**src/rtl/aes_pkg.sv**
```systemverilog
// rtl/aes_pkg.sv - shared key-size encodings, FSM states and key length helper
package aes_pkg;

   localparam logic [1:0] AES_128 = 2'd0;
   localparam logic [1:0] AES_192 = 2'd1;
   localparam logic [1:0] AES_256 = 2'd2;

   typedef enum logic [2:0] {
      ST_IDLE,
      ST_KEY,
      ST_DATA,
      ST_LOAD,
      ST_WAIT,
      ST_OUT
   } state_e;

   // Reserved size 3 is treated like AES-256.
   function automatic logic [5:0] key_bytes(input logic [1:0] size);
      case (size)
         AES_128: return 6'd16;
         AES_192: return 6'd24;
         AES_256: return 6'd32;
         default: return 6'd32;
      endcase
   endfunction

endpackage

```
**src/rtl/aes_byte_ser.sv**
```systemverilog
// rtl/aes_byte_ser.sv - holds a 128-bit result and streams it MSB byte first
module aes_byte_ser (
   input  logic         clk,
   input  logic         reset_n,
   input  logic         load_i,
   input  logic [127:0] data_i,
   output logic         out_valid_o,
   output logic [7:0]   out_data_o,
   output logic         out_last_o,
   input  logic         out_ready_i
);

   logic [127:0] shift_q;
   logic [3:0]   cnt_q;
   logic         valid_q;

   always_ff @(posedge clk) begin
      if (!reset_n) begin
         shift_q <= '0;
         cnt_q   <= '0;
         valid_q <= 1'b0;
      end else if (load_i) begin
         shift_q <= data_i;
         cnt_q   <= '0;
         valid_q <= 1'b1;
      end else if (valid_q && out_ready_i) begin
         shift_q <= {shift_q[119:0], 8'h00};
         cnt_q   <= cnt_q + 4'd1;
         if (cnt_q == 4'd15) valid_q <= 1'b0;
      end
   end

   assign out_valid_o = valid_q;
   assign out_data_o  = shift_q[127:120];
   assign out_last_o  = valid_q && (cnt_q == 4'd15);

endmodule

```
**src/rtl/aes_host_ctrl.sv**
```systemverilog
// rtl/aes_host_ctrl.sv - byte-stream host front end for an AES core
// Optional WAIT timeout with sticky err_o enabled by AES_HOST_TIMEOUT_EN.
module aes_host_ctrl #(
   parameter int unsigned TIMEOUT_CYCLES = 1024
) (
   input  logic         clk,
   input  logic         reset_n,
   input  logic         in_valid_i,
   input  logic [7:0]   in_data_i,
   output logic         in_ready_o,
   output logic         out_valid_o,
   output logic [7:0]   out_data_o,
   output logic         out_last_o,
   input  logic         out_ready_i,
   output logic         load_o,
   output logic [255:0] key_o,
   output logic [127:0] data_o,
   output logic [1:0]   size_o,
   output logic         dec_o,
   input  logic [127:0] data_i,
   input  logic         busy_i,
   output logic         active_o,
   output logic         err_o
);
   import aes_pkg::*;

   state_e         state_q, state_d;
   logic [4:0]     cnt_q;
   logic [255:0]   key_q;
   logic [127:0]   data_q;
   logic [1:0]     size_q;
   logic           dec_q, load_q, active_q, in_ready_q, err_q, wait_seen_q;
   logic           in_acc, key_done, data_done, capture, out_done, timeout;

   assign in_acc    = in_valid_i && in_ready_q;
   assign key_done  = ({1'b0, cnt_q} == key_bytes(size_q) - 6'd1);
   assign data_done = (cnt_q == 5'd15);
   // The core may not have raised busy yet in the first WAIT cycle.
   assign capture   = (state_q == ST_WAIT) && wait_seen_q && !busy_i;
   assign out_done  = out_valid_o && out_ready_i && out_last_o;

`ifdef AES_HOST_TIMEOUT_EN
   localparam int unsigned WCW = $clog2(TIMEOUT_CYCLES) + 1;
   logic [WCW-1:0] wcnt_q;

   assign timeout = (state_q == ST_WAIT) && busy_i && (wcnt_q == WCW'(TIMEOUT_CYCLES - 1));

   always_ff @(posedge clk) begin
      if (!reset_n || state_q != ST_WAIT) wcnt_q <= '0;
      else                                wcnt_q <= wcnt_q + 1'b1;
   end
`else
   logic unused_timeout_cycles;
   assign unused_timeout_cycles = ^TIMEOUT_CYCLES;
   assign timeout = 1'b0;
`endif

   always_comb begin
      state_d = state_q;
      case (state_q)
         ST_IDLE: if (in_acc) state_d = ST_KEY;
         ST_KEY:  if (in_acc && key_done) state_d = ST_DATA;
         ST_DATA: if (in_acc && data_done) state_d = ST_LOAD;
         ST_LOAD: state_d = ST_WAIT;
         ST_WAIT: begin
            if (timeout)      state_d = ST_IDLE;
            else if (capture) state_d = ST_OUT;
         end
         ST_OUT:  if (out_done) state_d = ST_IDLE;
         default: state_d = ST_IDLE;
      endcase
   end

   always_ff @(posedge clk) begin
      if (!reset_n) begin
         state_q     <= ST_IDLE;
         cnt_q       <= '0;
         key_q       <= '0;
         data_q      <= '0;
         size_q      <= '0;
         dec_q       <= 1'b0;
         load_q      <= 1'b0;
         active_q    <= 1'b0;
         in_ready_q  <= 1'b1;
         err_q       <= 1'b0;
         wait_seen_q <= 1'b0;
      end else begin
         state_q     <= state_d;
         in_ready_q  <= state_d inside {ST_IDLE, ST_KEY, ST_DATA};
         active_q    <= (state_d != ST_IDLE);
         load_q      <= (state_d == ST_LOAD);
         wait_seen_q <= (state_q == ST_WAIT) && (state_d == ST_WAIT);
         if (state_d != state_q) cnt_q <= '0;
         else if (in_acc)        cnt_q <= cnt_q + 5'd1;
         if (timeout) err_q <= 1'b1;
         if (in_acc) begin
            case (state_q)
               ST_IDLE: begin
                  size_q <= in_data_i[1:0];
                  dec_q  <= in_data_i[2];
                  key_q  <= '0;
                  data_q <= '0;
                  err_q  <= 1'b0;
               end
               // Byte n lands at bit 255-8n, i.e. index {~n, 3'b111}.
               ST_KEY:  key_q[{~cnt_q, 3'b111} -: 8] <= in_data_i;
               ST_DATA: data_q[{~cnt_q[3:0], 3'b111} -: 8] <= in_data_i;
               default: ;
            endcase
         end
      end
   end

   aes_byte_ser u_ser (
      .clk         (clk),
      .reset_n     (reset_n),
      .load_i      (capture),
      .data_i      (data_i),
      .out_valid_o (out_valid_o),
      .out_data_o  (out_data_o),
      .out_last_o  (out_last_o),
      .out_ready_i (out_ready_i)
   );

   assign in_ready_o = in_ready_q;
   assign load_o     = load_q;
   assign key_o      = key_q;
   assign data_o     = data_q;
   assign size_o     = size_q;
   assign dec_o      = dec_q;
   assign active_o   = active_q;
   assign err_o      = err_q;

endmodule

```
**config.mk**
```make
export PLATFORM = sky130hd
export DESIGN_NAME = aes_host_ctrl
export DESIGN_NICKNAME = d
export VERILOG_FILES = /design/src/rtl/aes_pkg.sv /design/src/rtl/aes_byte_ser.sv /design/src/rtl/aes_host_ctrl.sv
export SDC_FILE = /design/constraint.sdc
export NUM_CORES = 1
export LEC_CHECK = 0
export ABC_AREA = 0
export ABC_CLOCK_PERIOD_IN_PS = 5900
export BUFFER_PORTS_ARGS = -buffer_cell sky130_fd_sc_hd__buf_2
export CAP_MARGIN = 20
export CORE_AREA = 2 2 211 213
export CTS_CLUSTER_SIZE = 24
export DETAILED_ROUTE_END_ITERATION = 6
export DIE_AREA = 0 0 213 215
export PLACE_DENSITY_LB_ADDON = 0.12
export RECOVER_POWER = 25
export SYNTH_ARGS = -nofsm -noshare
export SYNTH_HDL_FRONTEND = slang
export SYNTH_SLANG_ARGS = --single-unit
```
**constraint.sdc**
```tcl
create_clock -name clk -period 5.9 [get_ports clk]
set_clock_uncertainty 0.1 [all_clocks]
set_input_delay 1.18 -clock clk [delete_from_list [all_inputs] [get_ports clk]]
set_output_delay 1.18 -clock clk [all_outputs]
set_load 0.02 [all_outputs]
```
# Yosys cells after proc, flatten, opt, wreduce, memory -nomap -nowiden
# Cells that the tools add are included.
[op_classes]
n_addsub = 5
n_eq_ne = 14
shifts = 4
n_mux = 16
n_bitwise = 3
n_reduce_logical = 25
[op_table]
columns = ["cell", "count"]
rows = [
  ["256-bit case mux with 2 select lines", 1],
  ["8-bit by 10-bit variable shift with 263-bit output (first input constant)", 1],
  ["8-bit by 10-bit indexed part select with 263-bit output", 1],
  ["256-bit bitwise mux", 1],
  ["128-bit 2-to-1 mux", 2],
  ["128-bit case mux with 2 select lines", 1],
  ["8-bit by 9-bit variable shift with 135-bit output (first input constant)", 1],
  ["8-bit by 9-bit indexed part select with 135-bit output", 1],
  ["128-bit bitwise mux", 1],
  ["3-bit case mux with 6 select lines", 1],
  ["3-bit 2-to-1 mux", 5],
  ["3-bit by 2-bit == test with 1-bit output (second input constant)", 4],
  ["6-bit case mux with 2 select lines", 1],
  ["8-bit negation with 10-bit output", 1],
  ["3-bit == test (second input constant)", 3],
  ["1-bit logical AND", 9],
  ["7-bit negation with 9-bit output", 1],
  ["2-bit AND reduction", 4],
  ["2-bit nonzero test", 4],
  ["3-bit by 1-bit == test with 1-bit output (second input constant)", 2],
  ["5-bit by 6-bit == test with 1-bit output", 1],
  ["3-bit zero test", 2],
  ["3-bit nonzero test", 2],
  ["6-bit by 1-bit subtractor with 6-bit output (second input constant)", 1],
  ["other kinds (13)", 16],
]
[word_totals]
reg_bits = 532
input_bits = 141
output_inout_bits = 401
wordCells = 80

# Longest topological paths before layout
# Gate-level depths: netlist of run 1.
[logic_depth]
ltp_word = 9
ltp_mapped = 10
ltp_nobuf = 7

# Modules after synthesis
# Synthesis of run 1 repeated with hierarchy kept, for this count alone.
[unflattened]
cells_unflattened = 2374
area_unflattened_um2 = 21657.0
[modules_own_cells]
columns = ["module", "n_inst", "cells_each", "area_each_um2", "seq_area_each_um2"]
rows = [
  ["aes_host_ctrl", 1, 1773, 16020.4, 7987.7],
  ["aes_byte_ser", 1, 601, 5636.7, 2662.6],
]

# Worst setup path before layout of run 1
# No wires, ideal clock.
[synth_timing]
kind = "input port to flip-flop"
from = "in reset_n"
to = "reg key_q[132] (netlist: key_o[132])"
setup_time_ns = 0.059
arrival_ns = 2.408
t_required_ns = 5.741
path_slack_ns = 3.332
stages = 4
path_buffers = 1
path_cell_list = "clkbuf_1 > o41ai_4 > a31oi_1 > a22o_1"
[synth_rtl]
columns = ["item", "line", "text"]
rows = [
  ["start, declared", "aes_host_ctrl.sv:7", "input logic reset_n,"],
  ["end signal, assigned by index", "aes_host_ctrl.sv:106", "ST_KEY: key_q[{~cnt_q, 3'b111} -: 8] <= in_data_i;"],
  ["end, declared", "aes_host_ctrl.sv:29", "logic [255:0] key_q;"],
]

# Final worst setup path of run 1
[layout_timing]
from = "reg cnt_q[1]"
to = "reg key_q[105] (netlist: key_o[105])"
[layout_via]
elab_chain_len = 5
elab_cells_between_ends = 6
classes_between = "add/sub: 1; shift: 2; mux: 2; bitwise: 1"
[layout_rtl]
columns = ["item", "line", "text"]
rows = [
  ["start, declared", "aes_host_ctrl.sv:28", "logic [4:0] cnt_q;"],
  ["start signal, assigned", "aes_host_ctrl.sv:94", "else if (in_acc) cnt_q <= cnt_q + 5'd1;"],
  ["5-bit NOT *", "aes_host_ctrl.sv:106", ""],
  ["8-bit negation with 10-bit output *", "aes_host_ctrl.sv:106", ""],
  ["8-bit by 10-bit indexed part select with 263-bit output / 8-bit by 10-bit variable shift with 263-bit output (equally long branches)", "aes_host_ctrl.sv:106", ""],
  ["256-bit bitwise mux *", "aes_host_ctrl.sv:106", ""],
  ["256-bit case mux with 2 select lines *", "aes_host_ctrl.sv:97", "case (state_q)"],
]
# Every way passes the cells marked *; elsewhere a longest branch is shown, timed or not.
# A chain may end at the register's enable or synchronous reset.

==> results.md, run 1 <==
- CTS Hold Bufs: 0
- R2R Path End: key_o[105]$_SDFFE_PN0P_
- Synth warn: 0
- Outcome: completed
- Sinks on Clock Net: 532
- Slew Limit Fails: 0
- Hold path depth: 2
- DR vias: 20000
- Gates resized, CTS repair: 0
- Fin. Hold Viols: 0
- Gr usage total: a little under a third
- Power Density: 289 nW/µm²
- Placed cell area: roughly 25000 µm²
- Critical Path Sink Type: register
- TritonCTS clock tree: built
- DP HPWL: 49900 µm
- Clock Tree Root: clkbuf_16
- Data required time at the worst endpoint: approximately 6.3 ns
- Die width: 213 µm
- Syn nets: 2606
- Max cap viols: 0
- IO buf count: 540
- Main synth FF type: dfxtp_1
- Peak supply drop: 0.249 mV
- Overflow after GRT: 0
- Critical setup path kind: register to register
- Leak Pwr: 12.0 nW
- Arr. time, crit path: between 3 and 4 ns
- Vias in the first global route: 19000
- Via density: 5.74
- Total die area: 45800 µm²
- Synth cell types: 66
- Nets@finish: approximately 3000
- Total power: between 7 and 8 mW
- Clk_lat worst skew: 0.62 ns
- Inserted Clock Buffers: 54
- Hold WS: ~0.35 ns
- H-tree Lvls: 2
- Num ports: 542
- DRC Markers: 0
- Hold Path End: data_o[11]$_SDFFE_PN0P_
- Crit path time final: 3.25 ns
- Initial antenna violation count: 10
- Drt wl/cell: ~21 µm
- Synth Instances: 2457
- Synth Register Bits: 532
- Peak Freq: 307 MHz
- Core footprint: 43600 µm²
- Final setup vio count: 0
- Internal reg-to-reg setup slack: 2.65 ns
- Total setup buffers inserted after CTS: 0
- Effective utilization at floorplan: between 50% and 60%
- Hold_sp: data_o[11]$_SDFFE_PN0P_
- Seq/Total Area, Yosys: 47.9%
- Critical path startpoint category: register
- R2R depth: 5
- Setup tns final: 0 ns
- Share of layout cells above drive strength 1: 16.0%
- Row count: 77
- First-pass GRT wire length: roughly 110000 µm
- Synth Cell Area: 22300 µm²
- Final Cycle Share: 55.2%
- Clk slew on worst S/H paths: 0.06 ns
- DR iter-0 viols: 1668
- Ys async rst share: 0%
- Measured slew at the worst slew-check pin: 1.23 ns
- Height of the die: between 200 and 250 µm
- Layout Utilization: about three fifths
- Routed Antenna Nets: 0
- Final wirelength: 73400 µm
- Post-route cell area: roughly 27000 µm²
- Maximum fanout along the worst path: 46
- Mapped Avg Cell Area: a little over 9 µm²
- EDFF count, synth: 0
- Worst reg2reg path startpoint: cnt_q[1]$_SDFFE_PP0P_
- Max clock buf depth: 3
- GPL Wtd Cong: roughly 0.84
- Hold Path Class: register to register
- Slew headroom: between 15 and 20%
- Layout area overhead: 19.4%
- DR pass1 iterations: 6
- Unrepaired setup endpoints after global routing: no
- Largest net degree at the start of global routing: approximately 270
## Yosys cell counts (all sizes together) (3+ instances only)
| cell | instances | share of area [%] |
|---|---|---|
| nor3b | 10 | 0.48 |
| ha | 8 | 0.45 |
| clkbuf | 152 | 2.6 |
| o211a | 120 | 5.4 |
| or3b | 7 | 0.29 |
| and4 | 3 | 0.12 |
| nor4b | 7 | 0.28 |
| buf | 76 | 1.8 |
| nor4bb | 16 | 0.72 |
| and4bb | 4 | 0.22 |
| nand2b | 3 | 0.084 |
| nor3 | 16 | 0.51 |
| inv | 6 | 0.10 |
| dfxtp | 532 | 48 |
| nand2 | 315 | 5.3 |
| nor4 | 3 | 0.29 |
| o21a | 159 | 5.4 |
| a22o | 69 | 2.7 |
| and3 | 172 | 4.8 |
| or2 | 3 | 0.084 |
| nand3 | 188 | 4.2 |
| a22oi | 99 | 3.3 |
| and2 | 13 | 0.37 |
| nor2 | 179 | 3.1 |
| xnor2 | 3 | 0.12 |
| a21oi | 11 | 0.25 |
| a32oi | 28 | 1.1 |
| o211ai | 3 | 0.12 |
| nand4 | 22 | 0.75 |
| a21boi | 41 | 1.4 |
| mux2i | 4 | 0.18 |
| a31oi | 6 | 0.17 |
| o21ai | 16 | 0.36 |
| nor2b | 135 | 3.8 |
| and3b | 10 | 0.39 |
## layout make-up
cell class	count	area, µm²
flip-flops and latches	532	10700
diodes	7	17.5
fillers	3987	17100
repair buffers	555	2580
clock inverters	29	410
well taps	592	741
inverters	7	26.3
multi-input cells	1690	10600
clock buffers	69	1510
## state kept, by name, summed over array words and instances, names as in the netlist
register	flops
key_o	256
data_o	128
u_ser.shift_q	128
cnt_q	5
u_ser.cnt_q	4
state_q	3
size_o	2
active_o	1
dec_o	1
in_ready_o	1
load_o	1
u_ser.out_valid_o	1
wait_seen_q	1
## kinds of logic (layout without fill, tap and decap cells)
kind of cell | Yosys count | count (layout) | share of synthesized area (%)
buffers and inverters | 235 | 660 | 4.53
AND/OR/NAND/NOR | 1111 | 1111 | 26.1
XOR/XNOR | 5 | 5 | 0.197
flip-flops | 532 | 532 | 47.9
other | 1 | 8 | 0.0169
multiplexers | 4 | 4 | 0.180
adder cells (fa/ha/maj) | 8 | 8 | 0.450
AO/OA/AOI/OAI | 561 | 561 | 20.7
## power by group
group,leakage [nW],internal [mW],switching (mW)
Combinational,6.76,0.103,0.262
Clock,0.940,2.20,1.49
Sequential,4.29,3.60,0.0173
## how the worst max path moves through the flow
stage	start	end	depth (start not counted)
CTS	cnt_q[0]$_SDFFE_PP0P_	key_o[240]$_SDFFE_PN0P_	5
global route	cnt_q[1]$_SDFFE_PP0P_	key_o[236]$_SDFFE_PN0P_	5
floorplan	reset_n	key_o[132]$_SDFFE_PN0P_	4
global placement	in_valid_i	key_o[176]$_SDFFE_PN0P_	5
detailed placement	in_valid_i	key_o[182]$_SDFFE_PN0P_	5
finish	cnt_q[1]$_SDFFE_PP0P_	key_o[105]$_SDFFE_PN0P_	5
## metrics by stage
step                instances  setup slack [ns]
finish                   3481              2.65
global route             3478              2.42
CTS                      3473              2.70
detailed placement       3375              2.09
global placement         3375              2.14
floorplan                2457              3.33
## layout by cell type, fill, tap and decap left out, types with 5 or more instances in the layout
cell,instances
or3b_2,6
nor3b_1,5
diode_2,7
a22oi_1,99
a21boi_0,37
buf_2,307
a32oi_1,28
nor2b_1,135
clkbuf_8,8
ha_1,8
nor4bb_1,15
nor4b_1,7
dfxtp_1,528
inv_1,6
buf_4,12
and2_1,12
clkbuf_1,238
o21a_1,159
o21ai_1,15
and3b_1,10
clkbuf_16,56
clkinv_2,12
a31oi_1,6
bufinv_16,9
and3_1,172
nand4_1,20
nor3_1,12
a22o_1,69
o211a_1,120
nand3_1,187
a21oi_1,11
nor2_1,173
nand2_1,314
nor2_2,5
## metal layers
metal	vias up	GRT usage, %	part of all wire (%)
li1	9484	-	-
met1	9646	37.6	40
met2	711	50.6	47
met3	144	8.36	8.2
met4	6	12.5	3.8
met5	-	0	0.050
## worst max-delay path, stage by stage, from the launching register on
cell     delay, ns
dfxtp_2       0.92
ha_1          0.46
nor3b_1       0.54
nand3_1       0.55
and3_1        0.39
o21a_1        0.17
Note: power is estimated with default switching activity, not from simulation.
==> run 2: changes to the inputs <==
ABC_CLOCK_PERIOD_IN_PS = 3400   (was 5900)
CORE_AREA = 2 2 213 215   (was 2 2 211 213)
DIE_AREA = 0 0 215 217   (was 0 0 213 215)
clock period = 3.4 ns   (was 5.9 ns; I/O delays follow)
==> run 2 against run 1 <==
Final cell count increased by 1.9%. Die area up 1.9%. Global-route usage shrank 0.18 points. Combinational power up 85%. Hold slack got worse by 0.14 ns. Via count up 1.3%. First-iteration DRC count increased by 4.7%. Cell area grew 1.7%. Register-to-register slack got worse by 2.0 ns. Largest power group unchanged.
==> results.md, run 2 (synthesized netlist as in run 1, its figures left out) <==
- Power Density: 489 nW/µm²
- Initial antenna violation count: 9
- Drt wl/cell: roughly 21 µm
- Final wirelength: between 70000 and 80000 µm
- Sinks on Clock Net: 532
- GPL Wtd Cong: between 0.8 and 0.9
- Gates resized, CTS repair: 0
- Row count: slightly below 80
- Fin. Hold Viols: 0
- DR vias: 20300
- Measured slew at the worst slew-check pin: 0.989 ns
- Worst setup path end: data_o[67]$_SDFFE_PN0P_
- H-tree Lvls: 2
- Data required time at the worst endpoint: 3.84 ns
- Critical setup path kind: register to register
- Largest net degree at the start of global routing: 211
- Arr. time, crit path: 3.23 ns
- Leak Pwr: 12.3 nW
- Pre-CTS setup slack: 0.678 ns
- DR iter-0 viols: 1746
- Inserted Clock Buffers: 54
- Max FFs per register: 256
- Clock Tree Root: clkbuf_16
- Layout Utilization: 60.5%
- Effective utilization at floorplan: 49.8%
- Peak supply drop: 0.355 mV
- Clk slew on worst S/H paths: roughly 0.060 ns
- CTS Hold Bufs: 0
- Core footprint: between 40000 and 50000 µm²
- TritonCTS clock tree: built
- Total power: 13.2 mW
- Critical Path Sink Type: register
- Setup tns final: 0 ns
- DRC Markers: 0
- Worst Setup SP: cnt_q[1]$_SDFFE_PP0P_
- Slew Limit Fails: 0
- Most common cell after layout, fill and taps aside: dfxtp_1
- Total die area: between 40000 and 50000 µm²
- R2R Path End: data_o[67]$_SDFFE_PN0P_
- DP HPWL: between 50000 and 60000 µm
- Gr usage total: 30.5%
- Hold Path Class: input port to register
- Height of the die: roughly 220 µm
- Vias in the first global route: approximately 19000
- First-pass GRT wire length: 112000 µm
- Layout area overhead: 21.5%
- Most frequent cells in the layout: 528 x dfxtp_1, 314 x nand2_1, 307 x buf_2
- Slew headroom: 33.1%
- R2R depth: 6
- Max cap viols: 0
- Nets@finish: a little over 3000
- Routed Antenna Nets: 0
- Via density: 5.71
- Total setup buffers inserted after CTS: 0
- Final setup vio count: 0
- Unrepaired setup endpoints after global routing: no
- Share of layout cells above drive strength 1: 17.7%
- Internal reg-to-reg setup slack: 0.60 ns
- Peak Freq: roughly 360 MHz
- Num ports: 542
- Clk_lat worst skew: roughly 0.62 ns
- Outcome: completed
- Die width: 215 µm
- Max clock buf depth: 3
- Hold WS: approximately 0.21 ns
- Final worst slack: 0.604 ns
- Overflow after GRT: 0
- Final Cycle Share: 82.2%
- Maximum fanout along the worst path: 29
- Crit path time final: 2.80 ns
- DR pass1 iterations: 5
- Worst reg2reg path startpoint: cnt_q[1]$_SDFFE_PP0P_
- IO buf count: between 500 and 600
- Critical path startpoint category: register
[run 2: cell types whose count changed in the layout (fill, tap and decap cells not counted), sizes merged]
| cell | before | now |
|---|---|---|
| buf | 322 | 381 |
| bufinv | 9 | 5 |
| clkbuf | 302 | 311 |
| clkinv | 16 | 12 |
| clkinvlp | 4 | 3 |
| diode | 7 | 6 |
| inv | 7 | 8 |
[run 2: worst min path at each step]
stage / start / cells past startpoint / to
after global placement: data_o[13]$_SDFFE_PN0P_ / 2 / data_o[13]$_SDFFE_PN0P_
after detailed placement: data_o[12]$_SDFFE_PN0P_ / 2 / data_o[12]$_SDFFE_PN0P_
after CTS: data_i[125] / 2 / u_ser.shift_q[125]$_SDFFE_PN0P_
final: data_i[91] / 2 / u_ser.shift_q[91]$_SDFFE_PN0P_
after floorplan: u_ser.cnt_q[1]$_SDFFE_PP0P_ / 2 / u_ser.cnt_q[1]$_SDFFE_PP0P_
after global routing: data_i[70] / 2 / u_ser.shift_q[70]$_SDFFE_PN0P_
[run 2: final cells by class]
class | count | area, µm²
antenna | 6 | 15.0
clock buffer | 79 | 1640
clock inverter | 21 | 249
fill | 4106 | 17700
inverter | 7 | 26.3
multi-input combinational | 1690 | 10600
sequential | 532 | 10700
tap | 600 | 751
timing repair buffer | 613 | 3060
[run 2: per-stage QoR]
step                      cell area, µm²  cells
after floorplan                    22300   2457
after global placement             25400   3442
after detailed placement           25400   3442
after CTS                          27300   3542
after global routing               27000   3546
final                              27000   3548
[run 2: where the power goes]
| part | switching (mW) | total, mW | internal, mW |
|---|---|---|---|
| Clock | 2.57 | 6.28 | 3.71 |
| Combinational | 0.472 | 0.676 | 0.204 |
| Sequential | 0.0215 | 6.26 | 6.24 |
[run 2: per-layer routing]
layer	part of all wire, %	GRT usage [%]	up-vias
li1	-	-	9595
met2	47	50.0	724
met3	8.1	8.26	139
met4	3.8	12.5	6
met1	41	38.0	9790
met5	0.043	0	-
[run 2: worst max-delay path, cell delays in order, from the launching register on]
cell     delay [ns]
dfxtp_2        0.64
ha_1           0.37
ha_1           0.31
nor2b_1        0.47
and4_1         0.51
a22oi_1        0.16
nor2b_1        0.15
==> run 3: changes to the inputs <==
ABC_CLOCK_PERIOD_IN_PS = 2750   (was 3400)
clock period = 2.75 ns   (was 3.4 ns; I/O delays follow)
==> run 3 against run 2 <==
Critical path depth shrank 2. Maximum frequency up 11%. Flip-flop and latch count unchanged.
==> results.md, run 3 (synthesized netlist as in run 1, its figures left out) <==
- Outcome: completed
- Row count: 78
- GPL Wtd Cong: about 0.86
- Routed Antenna Nets: 0
- TritonCTS clock tree: built
- Final wirelength: 74400 µm
- Worst setup path end: data_o[38]$_SDFFE_PN0P_
- Gates resized, CTS repair: 0
- Setup tns final: 0 ns
- Slew headroom: 32.9%
- H-tree Lvls: 2
- Gr usage total: 30.4%
- Slew Limit Fails: 0
- Worst reg2reg path startpoint: state_q[1]$_SDFF_PN0_
- R2R depth: 4
- Sinks on Clock Net: 532
- Total power: about 16 mW
- DRC Markers: 0
- Hold WS: between 0.08 and 0.09 ns
- Core footprint: about 45000 µm²
- Inst Count DP: 3442
- Height of the die: 217 µm
- R2R Path End: data_o[38]$_SDFFE_PN0P_
- DP HPWL: 52200 µm
- Vias in the first global route: 19200
- Power Density: ~600 nW/µm²
- Leak Pwr: 12.2 nW
- Layout area overhead: 21.3%
- Maximum fanout along the worst path: 16
- Storage element area: between 10000 and 15000 µm²
- Max FFs per register: 256
- Arr. time, crit path: between 2 and 3 ns
- Max cap viols: 0
- Max clock buf depth: 3
- Measured slew at the worst slew-check pin: 1.01 ns
- Peak Freq: 396 MHz
- Critical setup path kind: register to register
- # fillers: 4133
- Final Cycle Share: roughly 92%
- First-pass GRT wire length: about 110000 µm
- Peak supply drop: 0.445 mV
- Total die area: 46700 µm²
- Critical Path Sink Type: register
- Critical path startpoint category: register
- Via density: 5.69
- Drt wl/cell: 20.9 µm
- CTS Hold Bufs: 0
- Fin. Hold Viols: 0
- Unrepaired setup endpoints after global routing: no
- Largest net degree at the start of global routing: 237
- Initial antenna violation count: 11
- Effective utilization at floorplan: 49.8%
- Total setup buffers inserted after CTS: 0
- Hold path depth: 2
- Hold Path Class: input port to register
- Data required time at the worst endpoint: 3.18 ns
- Most common cell after layout, fill and taps aside: dfxtp_1
- Clk_lat worst skew: 0.61 ns
- Layout Cells excl Fill: 3550
- Final setup vio count: 0
- Overflow after GRT: 0
- Clock Tree Root: clkbuf_16
- Most frequent cells in the layout: 528 x dfxtp_1, 314 x nand2_1, 306 x buf_2
- DR iter-0 viols: 1695
- Nets@finish: 3048
- Worst Setup SP: state_q[1]$_SDFF_PN0_
- Num ports: 542
- Internal reg-to-reg setup slack: ~0.23 ns
- IO buf count: 540
- DR vias: slightly above 20000
- Crit path time final: approximately 2.5 ns
- Share of layout cells above drive strength 1: 17.2%
- Die width: 215 µm
- Multi-input gate area: between 10000 and 15000 µm²
- Clk slew on worst S/H paths: 0.06 ns
- DR pass1 iterations: 7
- Inserted Clock Buffers: 55
run 3: through the flow:
stage	utilization (%)	worst slack, ns	cell area, µm²
floorplan	-	0.460	22300
global placement	56.9	0.357	25400
detailed placement	56.9	0.291	25400
CTS	61.0	0.212	27300
global route	60.4	0.0592	27000
finish	60.4	0.228	27000
run 3: where the power goes:
part	switching, mW	internal, mW
Clock	3.13	4.46
Combinational	0.590	0.266
Sequential	0.0165	7.72
Total	3.73	12.4
run 3: worst min path at each step:
stage                                     start                         endpoint  slack, ns
CTS                                 data_i[110]  u_ser.shift_q[110]$_SDFFE_PN0P_       0.06
finish                              data_i[104]  u_ser.shift_q[104]$_SDFFE_PN0P_       0.09
detailed placement       key_o[35]$_SDFFE_PN0P_           key_o[35]$_SDFFE_PN0P_       0.35
global route                         data_i[98]   u_ser.shift_q[98]$_SDFFE_PN0P_       0.07
floorplan           u_ser.cnt_q[1]$_SDFFE_PP0P_      u_ser.cnt_q[1]$_SDFFE_PP0P_       0.35
global placement        data_o[13]$_SDFFE_PN0P_          data_o[13]$_SDFFE_PN0P_       0.34
run 3: layer usage:
metal | track usage [%] | wire [µm] | vias to the layer above
met5 | 0 | 45 | -
met4 | 12.3 | 2600 | 8
met3 | 7.87 | 5800 | 146
met2 | 51.5 | 35500 | 720
met1 | 37.1 | 30400 | 9718
li1 | - | - | 9610
run 3: worst max-delay path, stage by stage (launching register included):
cell and delay (ns):
dfxtp_1 0.76, inv_1 0.51, o21ai_1 0.74, a22oi_1 0.16
nor2b_1 0.16
run 3: layout make-up:
class	instances	share of cell area, %
antenna	8	0.0742
clock buffer	94	6.47
clock inverter	6	0.324
inverter	7	0.0973
multi-input combinational	1690	39.4
sequential	532	39.5
tap	600	2.78
timing repair buffer	613	11.4
